## config.mk

```make
export PLATFORM = sky130hd
export DESIGN_NAME = if_fetch_stage_flat
export DESIGN_NICKNAME = d
export VERILOG_FILES = /design/src/rtl/if_fetch_stage_if.sv /design/src/rtl/if_fetch_stage.sv /design/src/flat_wrapper.sv
export SDC_FILE = /design/constraint.sdc
export NUM_CORES = 1
export LEC_CHECK = 0
export CORE_ASPECT_RATIO = 0.9
export CORE_MARGIN = 5
export CORE_UTILIZATION = 50
export CTS_BUF_LIST = sky130_fd_sc_hd__clkbuf_8
export DETAILED_ROUTE_END_ITERATION = 10
export DONT_BUFFER_PORTS = 1
export GPL_ROUTABILITY_DRIVEN = 0
export PLACE_DENSITY = 0.63
export SYNTH_ARGS = -nofsm -noshare
export SYNTH_HDL_FRONTEND = slang
export SYNTH_SLANG_ARGS = --single-unit
```

## constraint.sdc

```tcl
create_clock -name clk -period 3 [get_ports clk]
set_input_delay 0.75 -clock clk [delete_from_list [all_inputs] [get_ports clk]]
set_output_delay 0.75 -clock clk [all_outputs]
set_load 0.005 [all_outputs]
```

## src/rtl/if_fetch_stage_if.sv

```systemverilog
// IMEM read port bundle between the fetch stage and a synchronous-read IMEM.
// master: imem_en/imem_addr out, imem_rdata in; slave: the reverse.
interface if_fetch_stage_if;
    logic        imem_en;
    logic [31:0] imem_addr;
    logic [31:0] imem_rdata;

    modport master (
        output imem_en,
        output imem_addr,
        input  imem_rdata
    );

    modport slave (
        input  imem_en,
        input  imem_addr,
        output imem_rdata
    );
endinterface

```

## src/rtl/if_fetch_stage.sv

```systemverilog
// IF stage: owns the fetch PC, drives a 1-cycle IMEM, holds one word on stall.
// Ports: clk, reset (async low), ena, redirect_req/pc, exc_req, imem (master), if_* outputs.
module if_fetch_stage #(
    parameter logic [31:0] RESET_PC   = 32'h0000_0000,
    parameter logic [31:0] EXC_VECTOR = 32'h0000_0004
) (
    input  logic               clk,
    input  logic               reset,
    input  logic               ena,
    input  logic               redirect_req,
    input  logic [31:0]        redirect_pc,
    input  logic               exc_req,
    if_fetch_stage_if.master   imem,
    output logic [31:0]        if_pc_out,
    output logic [31:0]        if_instr_out,
    output logic               if_valid,
    output logic               if_adel
);

    typedef enum logic [1:0] {
        EMPTY  = 2'd0,
        STREAM = 2'd1,
        HOLD   = 2'd2
    } state_t;

    state_t      state;
    state_t      state_nxt;

    logic [31:0] fetch_pc;
    logic [31:0] resp_pc;
    logic        resp_adel;
    logic [31:0] hold_instr;
    logic [31:0] hold_pc;
    logic        hold_adel;

    logic        v1;
    logic        hold_valid;
    logic        out_valid;
    logic        squash;
    logic        issue;
    logic        capture;
    logic        tgt_adel;
    logic [31:0] tgt;

    assign v1         = (state == STREAM);
    assign hold_valid = (state == HOLD);
    assign out_valid  = v1 | hold_valid;
    assign squash     = exc_req | redirect_req;

    // Exception beats redirect, redirect beats sequential fetch.
    always_comb begin
        tgt      = fetch_pc;
        tgt_adel = 1'b0;
        if (exc_req) begin
            tgt = EXC_VECTOR;
        end else if (redirect_req) begin
            tgt      = {redirect_pc[31:2], 2'b00};
            tgt_adel = |redirect_pc[1:0];
        end
    end

    // Reading is suppressed only while a live word sits unconsumed, so
    // the hold buffer can never be asked to take a second word.
    assign issue   = reset & (squash | ena | ~out_valid);
    assign capture = v1 & ~ena & ~squash;

    assign imem.imem_en   = issue;
    assign imem.imem_addr = tgt;

    always_comb begin
        state_nxt = EMPTY;
        if (issue) begin
            state_nxt = STREAM;
        end else if (capture) begin
            state_nxt = HOLD;
        end else if (hold_valid & ~ena & ~squash) begin
            state_nxt = HOLD;
        end
    end

    always_comb begin
        if_pc_out    = resp_pc;
        if_instr_out = 32'h0;
        if_adel      = 1'b0;
        case (state)
            HOLD: begin
                if_pc_out    = hold_pc;
                if_instr_out = hold_instr;
                if_adel      = hold_adel;
            end
            STREAM: begin
                if_pc_out    = resp_pc;
                if_instr_out = imem.imem_rdata;
                if_adel      = resp_adel;
            end
            default: begin
                if_pc_out    = resp_pc;
                if_instr_out = 32'h0;
                if_adel      = 1'b0;
            end
        endcase
        if (squash) begin
            if_instr_out = 32'h0;
        end
        if_valid = out_valid & ~squash;
    end

    always_ff @(posedge clk or negedge reset) begin
        if (!reset) begin
            state <= EMPTY;
        end else begin
            state <= state_nxt;
        end
    end

    always_ff @(posedge clk or negedge reset) begin
        if (!reset) begin
            fetch_pc  <= RESET_PC;
            resp_pc   <= 32'h0;
            resp_adel <= 1'b0;
        end else if (issue) begin
            fetch_pc  <= tgt + 32'd4;
            resp_pc   <= tgt;
            resp_adel <= tgt_adel;
        end
    end

    always_ff @(posedge clk or negedge reset) begin
        if (!reset) begin
            hold_instr <= 32'h0;
            hold_pc    <= 32'h0;
            hold_adel  <= 1'b0;
        end else if (capture) begin
            hold_instr <= imem.imem_rdata;
            hold_pc    <= resp_pc;
            hold_adel  <= resp_adel;
        end
    end

endmodule

```

## src/flat_wrapper.sv

```systemverilog
// flat-port wrapper written by rule: the top's interface ports become plain ports
module if_fetch_stage_flat 
#(
    parameter logic [31:0] RESET_PC   = 32'h0000_0000,
    parameter logic [31:0] EXC_VECTOR = 32'h0000_0004
)
  (clk, reset, ena, redirect_req, redirect_pc, exc_req, if_pc_out, if_instr_out, if_valid, if_adel, imem_imem_en, imem_imem_addr, imem_imem_rdata);
  if_fetch_stage_if imem_i ();
  input  logic clk;
  input  logic reset;
  input  logic ena;
  input  logic redirect_req;
  input  logic [31:0] redirect_pc;
  input  logic exc_req;
  output logic [31:0] if_pc_out;
  output logic [31:0] if_instr_out;
  output logic if_valid;
  output logic if_adel;
  output wire logic [$bits(imem_i.imem_en)-1:0] imem_imem_en;
  output wire logic [$bits(imem_i.imem_addr)-1:0] imem_imem_addr;
  input wire logic [$bits(imem_i.imem_rdata)-1:0] imem_imem_rdata;
  assign imem_imem_en = imem_i.imem_en;
  assign imem_imem_addr = imem_i.imem_addr;
  assign imem_i.imem_rdata = imem_imem_rdata;
  if_fetch_stage #(.RESET_PC(RESET_PC), .EXC_VECTOR(EXC_VECTOR)) u_core (.clk(clk), .reset(reset), .ena(ena), .redirect_req(redirect_req), .redirect_pc(redirect_pc), .exc_req(exc_req), .imem(imem_i), .if_pc_out(if_pc_out), .if_instr_out(if_instr_out), .if_valid(if_valid), .if_adel(if_adel));
endmodule
```

==> impl_metrics.csv <==
group,metric,value,unit
die,die_y,123,microns
power_and_ir_drop,p_leak,3.29,nW
cells_and_area,final_cells,887,
die,die_area,16500,sq um
detailed_routing,via_count,5150,
clock_network,cts_resized,0,
placed_design,portBuffers,0,
global_routing,grt_antenna_before_repair,0,
logic_synthesis,yosysUniqueCellTypes,54,
sta,setup_viol,0,
sta,clock.fmax,361,MHz
detailed_routing,antenna_left,0,
run,drv_cap,0,
sta,fin_crit_sh,92.3,%
power_and_ir_drop,p_per_area,573,nW/um^2
setup_path,cp_max_fo,21,
placed_design,dp_hpwl,12.2,mm
setup_path,crit_start,"u_core.state[0]",
clock_network,cts_tree,"built",
detailed_routing,routed_wl,17.7,mm
logic_synthesis,async_flop_share,100,%
detailed_routing,drc_errors,0,
setup_path,worstPathArrival,2.02,ns
clock_network,cts_setup_buffers,0,
logic_synthesis,ys.flop_type,"dfrtp_1",
cells_and_area,regArea,3250,sq um
global_routing,grt_max_degree,134,
clock_network,clk_latency,0.45,ns
logic_synthesis,synth_top_area_cell,"dfrtp_1",
sta,fin_crit,2.77,ns
global_routing,grt_overflow,0,
sta,setup_tns,0,ns
sta,skew,0.00810,ns
cells_and_area,finish.utilization,54.8,%
global_routing,grt_pass1_wl,27.7,mm
detailed_routing,vias_per_cell,5.81,
clock_network,ctsRootBufferMaster,"clkbuf_8",
logic_synthesis,ys_top_cells_by_area,"dfrtp_1 46%, mux2_2 16%, nand2_1 6.5%",
sta,max_slew_margin,61.6,%
placed_design,placed_cells,855,
cells_and_area,num-nets-final,753,
sta,hold_viol,0,
setup_path,r2r_start,"u_core.state[0]",
die,io_pins,168,
worst_hold_path,min-delay-path-class,"in2async",
clock_network,cts_inserted_buffers,17,
global_routing,grt_use_total,21.5,%
clock_network,htreeDepth,4,
power_and_ir_drop,ir_worst_vdd,0.000499,V
run_status,status,"finished, final reports clean",
logic_synthesis,syn_area,7030,sq um
detailed_routing,first_pass_iters,4,
cells_and_area,drive_gt1_share,23.2,%
logic_synthesis,synth_cells,699,
cells_and_area,n_antenna_cell,0,
logic_synthesis,synth_top_cell_area_share,46.3,%
die,start_util,50.6,%
sta,drv_slew,0,
sta,rsz0062_at_grt,"false",
logic_synthesis,synth_area_per_cell,10.1,sq um
setup_path,critPathLaunchType,"flop",
clock_network,cts.sinks,130,
detailed_routing,drtIter0Drc,343,
clock_network,clock_path_buffers,2,
logic_synthesis,synth.ff_latch_count,130,
setup_path,endpoint_kind,"primary output",
cells_and_area,area_growth,8.40,%
die,die_x,135,microns
clock_network,clk_pin_slew,0.08,ns
cells_and_area,fillCellCount,1228,
die,fp-row-count,41,
global_routing,grt_pass1_vias,5026,
sta,worstMarginPinSlew,0.573,ns
detailed_routing,wire_per_inst,20.0,microns
logic_synthesis,synth_nets,771,
die,coreArea,13900,sq um
logic_synthesis,ys.warnings.count,0,
logic_synthesis,synth_enable_flop_cells,0,
cells_and_area,multi_input_area,3570,sq um
setup_path,path_class,"reg2out",
setup_path,cp.required,2.25,ns
logic_synthesis,ys_seq_area_share,46.3,%
state kept, by name (all words and copies together) (netlist names):
| name | cells |
|---|---|
| u_core.resp_pc | 32 |
| u_core.state | 2 |
| u_core.fetch_pc | 30 |
| u_core.hold_instr | 32 |
| u_core.resp_adel | 1 |
| u_core.hold_adel | 1 |
| u_core.hold_pc | 32 |
final timing paths:
check                                      endpoint  slack [ns]  cells past startpoint
worst max-delay path                  if_pc_out[31]        0.23                      4
worst min-delay path             u_core.fetch_pc[2]     0.00002                      0
worst max register to register  u_core.fetch_pc[14]        0.62                      8
worst min register to register  u_core.fetch_pc[30]        0.49                      2
max in group asynchronous        u_core.hold_pc[10]        2.79                      0
min in group clk                    u_core.state[1]        0.38                      1
final cells by class:
cell class / instances / area share, %
tap: 193 / 3.17
clock buffer: 18 / 3.25
clock inverter: 14 / 2.33
timing repair buffer: 11 / 1.41
multi-input combinational: 515 / 46.9
inverter: 6 / 0.295
sequential: 130 / 42.7
synth_stat cells, types with 3 or more instances:
cell and n:
a21o_1 3, a21oi_1 3, a22oi_1 35, a31oi_1 12, and2_1 4, buf_1 3, buf_2 11, buf_4 3
buf_6 3, clkbuf_1 28, dfrtp_1 130, ha_1 3, inv_1 5, mux2_2 97, mux2i_1 29, nand2_1 121
nand2b_1 3, nand3_1 19, nand3b_1 11, nand4_1 6, nor2_1 80, nor3_1 3, o21ai_0 17, o31ai_1 8
or3_1 6, or4_1 9, xor2_1 10
critical path, stage by stage, from the launching register on:
cell     delay, ns
dfrtp_1       0.39
inv_1         0.07
ha_2          0.39
buf_4         0.33
mux2_2        0.39
layout by cell type, fill, tap and decap left out, types with 8 or more instances in the layout:
cell / n
dfrtp_1: 130
nand3_1: 19
buf_4: 9
nand2_1: 121
nand3b_1: 11
clkbuf_8: 18
xor2_1: 10
mux2_2: 97
or4_1: 9
mux2i_1: 28
o31ai_1: 8
o21ai_0: 17
nor2_1: 79
a22oi_1: 35
a31oi_1: 12
cells by family (layout without fill, tap and decap cells):
| family | Yosys count | count (layout) | synth area share [%] |
|---|---|---|---|
| flip-flops | 130 | 130 | 46.3 |
| XOR/XNOR | 12 | 12 | 1.49 |
| adder cells (fa/ha/maj) | 3 | 3 | 0.534 |
| AND/OR/NAND/NOR | 275 | 275 | 18.0 |
| buffers and inverters | 54 | 49 | 3.56 |
| AO/OA/AOI/OAI | 99 | 99 | 10.5 |
| multiplexers | 126 | 126 | 19.7 |
metrics by stage:
stage | power [mW] | hold WS [ns] | instance area, sq um | setup slack (ns)
floorplan | 2.69 | 0.448 | 7070 | 0.0145
global placement | 2.78 | 0.458 | 7200 | 0.309
detailed placement | 2.82 | 0.458 | 7200 | 0.228
CTS | 4.42 | -0.0353 | 7620 | 0.156
global route | 4.59 | -0.0431 | 7620 | 0.0780
finish | 4.36 | 0.0000216 | 7620 | 0.230
metal layers:
layer | vias up | GRT usage (%) | wire, microns
li1 | 2439 | - | -
met1 | 2529 | 29.5 | 7920
met2 | 159 | 31.4 | 7980
met3 | 23 | 7.95 | 1470
met4 | 0 | 7.56 | 374
met5 | - | 0 | 0
power by group:
part | switching [mW] | internal [mW] | leakage, nW
registers | 0.163 | 2.02 | 1.66
logic | 0.301 | 0.300 | 1.43
clock network | 0.724 | 0.852 | 0.202
Power figures use the tool's default switching activity.
==> variant 1 (same settings) <==
Re-encode `state_t` (3 states) as one-hot, 3 bits wide.
--- a/src/rtl/if_fetch_stage.sv
+++ b/src/rtl/if_fetch_stage.sv
@@ -18,8 +18,8 @@
 );
 
-    typedef enum logic [1:0] {
-        EMPTY  = 2'd0,
-        STREAM = 2'd1,
-        HOLD   = 2'd2
+    typedef enum logic [2:0] {
+        EMPTY  = 3'b001,
+        STREAM = 3'b010,
+        HOLD   = 3'b100
     } state_t;
 
Check against the original RTL: no difference found for any inputs over 4 cycles, from zero or initial values and one cycle with reset low; so few cycles prove little.
==> variant 1 against the original RTL <==
Total power decreased by 5.7%. Largest cell class unchanged. Critical path type unchanged. Synthesized area grew 0.59%. Final area is 1.1% lower. Sequential cell count grew 1. Register-to-register slack improved by 0.13 ns. Largest power group unchanged. Routed wire length shrank 7.9%. Highest routed layer unchanged. Setup slack better by 0.16 ns.
==> variant 1: results (changes against the original RTL) <==
ARRIVAL_TIME_OF_DATA_AT_THE_CRITICAL_PATH_ENDPOINT_NS=1.86  # -0.16 ns
DRT-MET1-WL_MM=7.06  # -11%
VIAS_IN_THE_FIRST_GLOBAL_ROUTE=4862  # -3.3%
MET3_TRACK_DEMAND_OVER_RESOURCE_IN_GLOBAL_ROUTING_PCT=7.70  # -0.25 points
MET3WIRELENGTH_MM=1.38  # -5.8%
DETAILEDROUTE.FIRSTITERATIONVIOLATIONS=326  # -5.0%
CRIT-REG2REG-CAPTURE='u_core.fetch_pc[22]$_DFFE_PN0P_'
LAYOUT_WORST_PATH_CYCLE_SHARE_PCT=87.0  # -5.3 points
POWER.IR.VDD_WORST_mV=0.315  # -37%
NUMPLACEDINSTANCES=839  # -1.9%
NETLIST_TOP_CELLS_AREA='sky130_fd_sc_hd__dfrtp_1, sky130_fd_sc_hd__mux2_2, sky130_fd_sc_hd__nand2_1'
HOLDWS_NS=0.0143  # +0.0143 ns
AREA_SHARE_CLOCK_BUF_INV_PCT=5.03  # -0.55 points
CRIT_PATH_START='u_core.state[1]$_DFF_PN0_'
AREA.SHARE.SEQUENTIAL_PCT=43.5  # +0.80 points
SEQUENTIAL_CELL_AREA_UM2=3280  # +0.81%
ROUTED-WL-MET2_MM=7.77  # -2.7%
POST_DP_CELL_AREA_UM2=7160  # -0.47%
R2R_SETUP_SLACK_NS=0.75  # +0.13 ns
FINALNETCOUNT=735  # -2.4%
P_LEAK_uW=0.00336  # +2.1%
SYNTH_CELL_TYPES=58  # +7.4%
NONCLOCKBUFFERCOUNT=9  # -2
AVGROUTEDWIREPERCELL_UM=18.8  # -6.0%
CLKLATENCYLATEPIN_NS=0.43  # -0.02 ns
SLEW_HEADROOM_PCT=41.6  # -20 points
CPLARGESTDELAYFAMILY='multiplexers'
SYNTH.YOSYS.SEQ_AREA_SHARE_PCT=46.4  # +0.10 points
SWITCHING_SHARE_PCT=24.9  # -2.3 points
POST_SYNTHESIS_COMPOUND_GATE_AREA_FRACTION_PCT=8.49  # -2.0 points
RUN_STATUS='finished, final reports clean'
YOSYS.AREA_SHARE.XOR_XNOR_PCT=3.47  # +2.0 points
SYNTHESIS.NETS=752  # -2.5%
INSTANCES_NO_FILL=869  # -2.0%
FLOPS_AND_LATCHES=131  # +0.77%
==> variant 1: cell count changes after synthesis, moves of 5 or more <==
cell                       delta
sky130_fd_sc_hd__a31oi_1     -11
sky130_fd_sc_hd__buf_2        +6
sky130_fd_sc_hd__clkbuf_1    -11
sky130_fd_sc_hd__nand2_1     +11
sky130_fd_sc_hd__nand3b_1     -6
sky130_fd_sc_hd__nor2_1      -15
sky130_fd_sc_hd__nor4_2       +5
sky130_fd_sc_hd__o21ai_1     +11
sky130_fd_sc_hd__o31ai_1      -7
sky130_fd_sc_hd__or3_1        -5
sky130_fd_sc_hd__or4_1        -9
sky130_fd_sc_hd__xnor2_1     +21
sky130_fd_sc_hd__xor2_1       -5
==> variant 1: power groups by stage <==
stage | sequential [uW] | clock [uW] | combinational, uW
after global routing | 2190 | 1570 | 582
after global placement | 2170 | 0 | 509
after CTS | 2160 | 1480 | 529
final | 2160 | 1430 | 519
after detailed placement | 2190 | 0 | 527
after floorplan | 2150 | 0 | 470
==> variant 2 (config.mk and constraints unchanged) <==
Made on the original files. Add an input register stage for `exc_req`, with the module's reset; this delays it by one clock. The other inputs are not delayed to match.
--- a/src/rtl/if_fetch_stage.sv
+++ b/src/rtl/if_fetch_stage.sv
@@ -24,4 +24,14 @@
     } state_t;
 
+    logic exc_req_q;
+
+    always_ff @(posedge clk or negedge reset) begin
+        if (!reset) begin
+            exc_req_q <= '0;
+        end else begin
+            exc_req_q <= exc_req;
+        end
+    end
+
     state_t      state;
     state_t      state_nxt;
@@ -46,5 +56,5 @@
     assign hold_valid = (state == HOLD);
     assign out_valid  = v1 | hold_valid;
-    assign squash     = exc_req | redirect_req;
+    assign squash     = exc_req_q | redirect_req;
 
     // Exception beats redirect, redirect beats sequential fetch.
@@ -52,5 +62,5 @@
         tgt      = fetch_pc;
         tgt_adel = 1'b0;
-        if (exc_req) begin
+        if (exc_req_q) begin
             tgt = EXC_VECTOR;
         end else if (redirect_req) begin
Behaviour: not the same (Yosys sat finds a counterexample within 4 cycles, from zero or initial values and one cycle with reset low).
==> variant 2 against the original RTL <==
The flow now finishes with violations (negative hold slack). Via count up 1.3%. Synthesized area up 0.36%. Total power increased by 1.7%. Combinational power is 2% higher. Setup slack got worse by 0.0019 ns. Critical path depth up 1. First-iteration DRC count grew 8.7%. Routed wire length increased by 0.88%. Sequential cell count grew 1. Final area grew 1.1%. Register-to-register slack worse by 0.07 ns. Hold slack lost 0.016 ns. Clock skew rose by 0.0043 ns. Critical path type unchanged. Largest power group unchanged.
==> variant 2: results (changes against the original RTL) <==
DRIVE_ABOVE_1_SHARE_PCT=23.0  # -0.21 points
REG.LARGEST.LIST='u_core.hold_instr x32, u_core.hold_pc x32, u_core.resp_pc x32'
SLEW_HEADROOM_PCT=58.8  # -2.8 points
DRT-MET1-WL_MM=7.65  # -3.4%
SYNTH_FLOP_CELL='sky130_fd_sc_hd__dfrtp_1'
RUN_STATUS='finished with violations'
CLOCK_SKEW_NS=0.0124  # +0.00431 ns
VIA_COUNT=5219  # +1.3%
AVGROUTEDWIREPERCELL_UM=20.1  # +0.54%
FILLER_CELL_COUNT=1279  # +4.2%
ROUTED-WL-MET2_MM=8.36  # +4.7%
ANTENNA_FOUND_INITIAL=1  # +1
POWER_REPORT.INTERNAL_TOTAL_uW=3240  # +2.0%
GRT_START_MAX_NET_PINS=135  # +0.75%
HOLDWS_NS=-0.0159  # -0.0159 ns
ARRIVAL_TIME_OF_DATA_AT_THE_CRITICAL_PATH_ENDPOINT_NS=2.02  # about the same
SYNTH.YOSYS.SEQ_AREA_SHARE_PCT=46.5  # +0.19 points
MET3WIRELENGTH_MM=1.53  # +4.2%
POWER.IR.VDD_WORST_mV=0.331  # -34%
R2R-START='u_core.exc_req_q$_DFF_PN0_'
PORT_BUFFERS=0  # unchanged
DETAILEDROUTE.FIRSTITERATIONVIOLATIONS=373  # +8.7%
HOLD_VIOLATIONS=4  # +4
GLOBAL_ROUTE.USAGE.TOTAL_PCT=22.1  # +0.63 points
SYNTHESIS.NETS=772  # +0.13%
CRIT_PATH_START='u_core.state[1]$_DFF_PN0_'
DETAILED_PLACE_HPWL_MM=12.5  # +2.0%
POST_DP_CELL_AREA_UM2=7280  # +1.1%
GRT_FIRST_PASS_WIRELENGTH_MM=28.4  # +2.8%
VIAS_IN_THE_FIRST_GLOBAL_ROUTE=5295  # +5.4%
FINALNETCOUNT=755  # +0.27%
WORST_SETUP_HOLD_PATH_CLK_SLEW_NS=0.08  # about the same
DETAILEDROUTE.FIRSTPASSITERATIONCOUNT=5  # +1
P_LEAK_uW=0.00333  # +1.1%
SYNTH_TOP_CELLS_BY_COUNT='sky130_fd_sc_hd__dfrtp_1, sky130_fd_sc_hd__nand2_1, sky130_fd_sc_hd__mux2_2, sky130_fd_sc_hd__nor2_1, sky130_fd_sc_hd__a22oi_1'
CRITPATHMAXFANOUT=22  # +4.8%
FAILED_CHECKS='negative hold slack'
CTS_MAX_LEVEL=4  # unchanged
NETLIST_TOP_CELLS_AREA='sky130_fd_sc_hd__dfrtp_1, sky130_fd_sc_hd__mux2_2, sky130_fd_sc_hd__nand2_1'
CTS-RESIZED-GATES=0  # unchanged
variant 2: area by class of cell:
class	instances	area [um^2]	area share (%)
Sequential cell	131	3280	42.6
Multi-Input combinational cell	515	3580	46.5
Clock buffer	17	234	3.04
Tap cell	193	241	3.13
Antenna cell	1	2.50	0.0325
Clock inverter	15	193	2.50
Timing Repair Buffer	12	153	1.98
Inverter	6	22.5	0.292
variant 2: cells by family (layout without fill, tap and decap cells):
kind of cell    after synthesis  count (layout)  synth area share (%)
fa+ha+maj                     3               3                 0.532
compound gates               99              99                  10.5
flops                       131             131                  46.5
buf+inv                      54              50                  3.55
xor+xnor                     12              12                  1.49
other cells                   0               1                     0
mux                         126             126                  19.6
simple gates                275             275                  17.9
variant 2: stage by stage:
stage	std cells	power (uW)	setup slack (ns)
final	890	4440	0.228
after detailed placement	857	2860	0.348
after global routing	890	4660	0.0401
after CTS	889	4480	0.194
after global placement	857	2810	0.406
after floorplan	700	2700	0.0607
variant 2: power groups by stage:
stage / clock [uW] / combinational (uW) / sequential [uW]
2_1_floorplan: 0 / 520 / 2180
3_3_place_gp: 0 / 596 / 2220
3_5_place_dp: 0 / 619 / 2240
4_1_cts: 1660 / 621 / 2200
5_1_grt: 1740 / 685 / 2240
6_report: 1620 / 614 / 2210
variant 2: metal layers:
layer  GRT usage (%)  vias to the layer above
met5               0                        -
met4            8.82                        0
met3            7.58                       23
met2            34.2                      174
met1            28.7                     2569
li1                -                     2453
variant 2: repair_timing:
| action | CTS | global route |
|---|---|---|
| setup endpoints to repair | 0 | 0 |
| endpoints found under the hold margin | 131 | 129 |
| setup buffers | 0 | 0 |
variant 2: worst paths after layout:
check                                             endpoint  slack, ns  cells after the start
max                                       if_instr_out[13]       0.23                      5
min                        u_core.fetch_pc[17]$_DFFE_PN0P_      -0.02                      0
max reg2reg                u_core.fetch_pc[28]$_DFFE_PN0P_       0.55                      6
min reg2reg                u_core.fetch_pc[30]$_DFFE_PN0P_       0.49                      2
max in group asynchronous  u_core.fetch_pc[14]$_DFFE_PN0P_       2.69                      0
min in group clk                u_core.exc_req_q$_DFF_PN0_       0.33                      0
variant 2: worst max-delay path: stages (launching register included):
cell                      delay (ns)
sky130_fd_sc_hd__dfrtp_1        0.39
sky130_fd_sc_hd__inv_1          0.06
sky130_fd_sc_hd__ha_1           0.48
sky130_fd_sc_hd__buf_4          0.35
sky130_fd_sc_hd__a22oi_1        0.13
sky130_fd_sc_hd__nor2_1         0.17
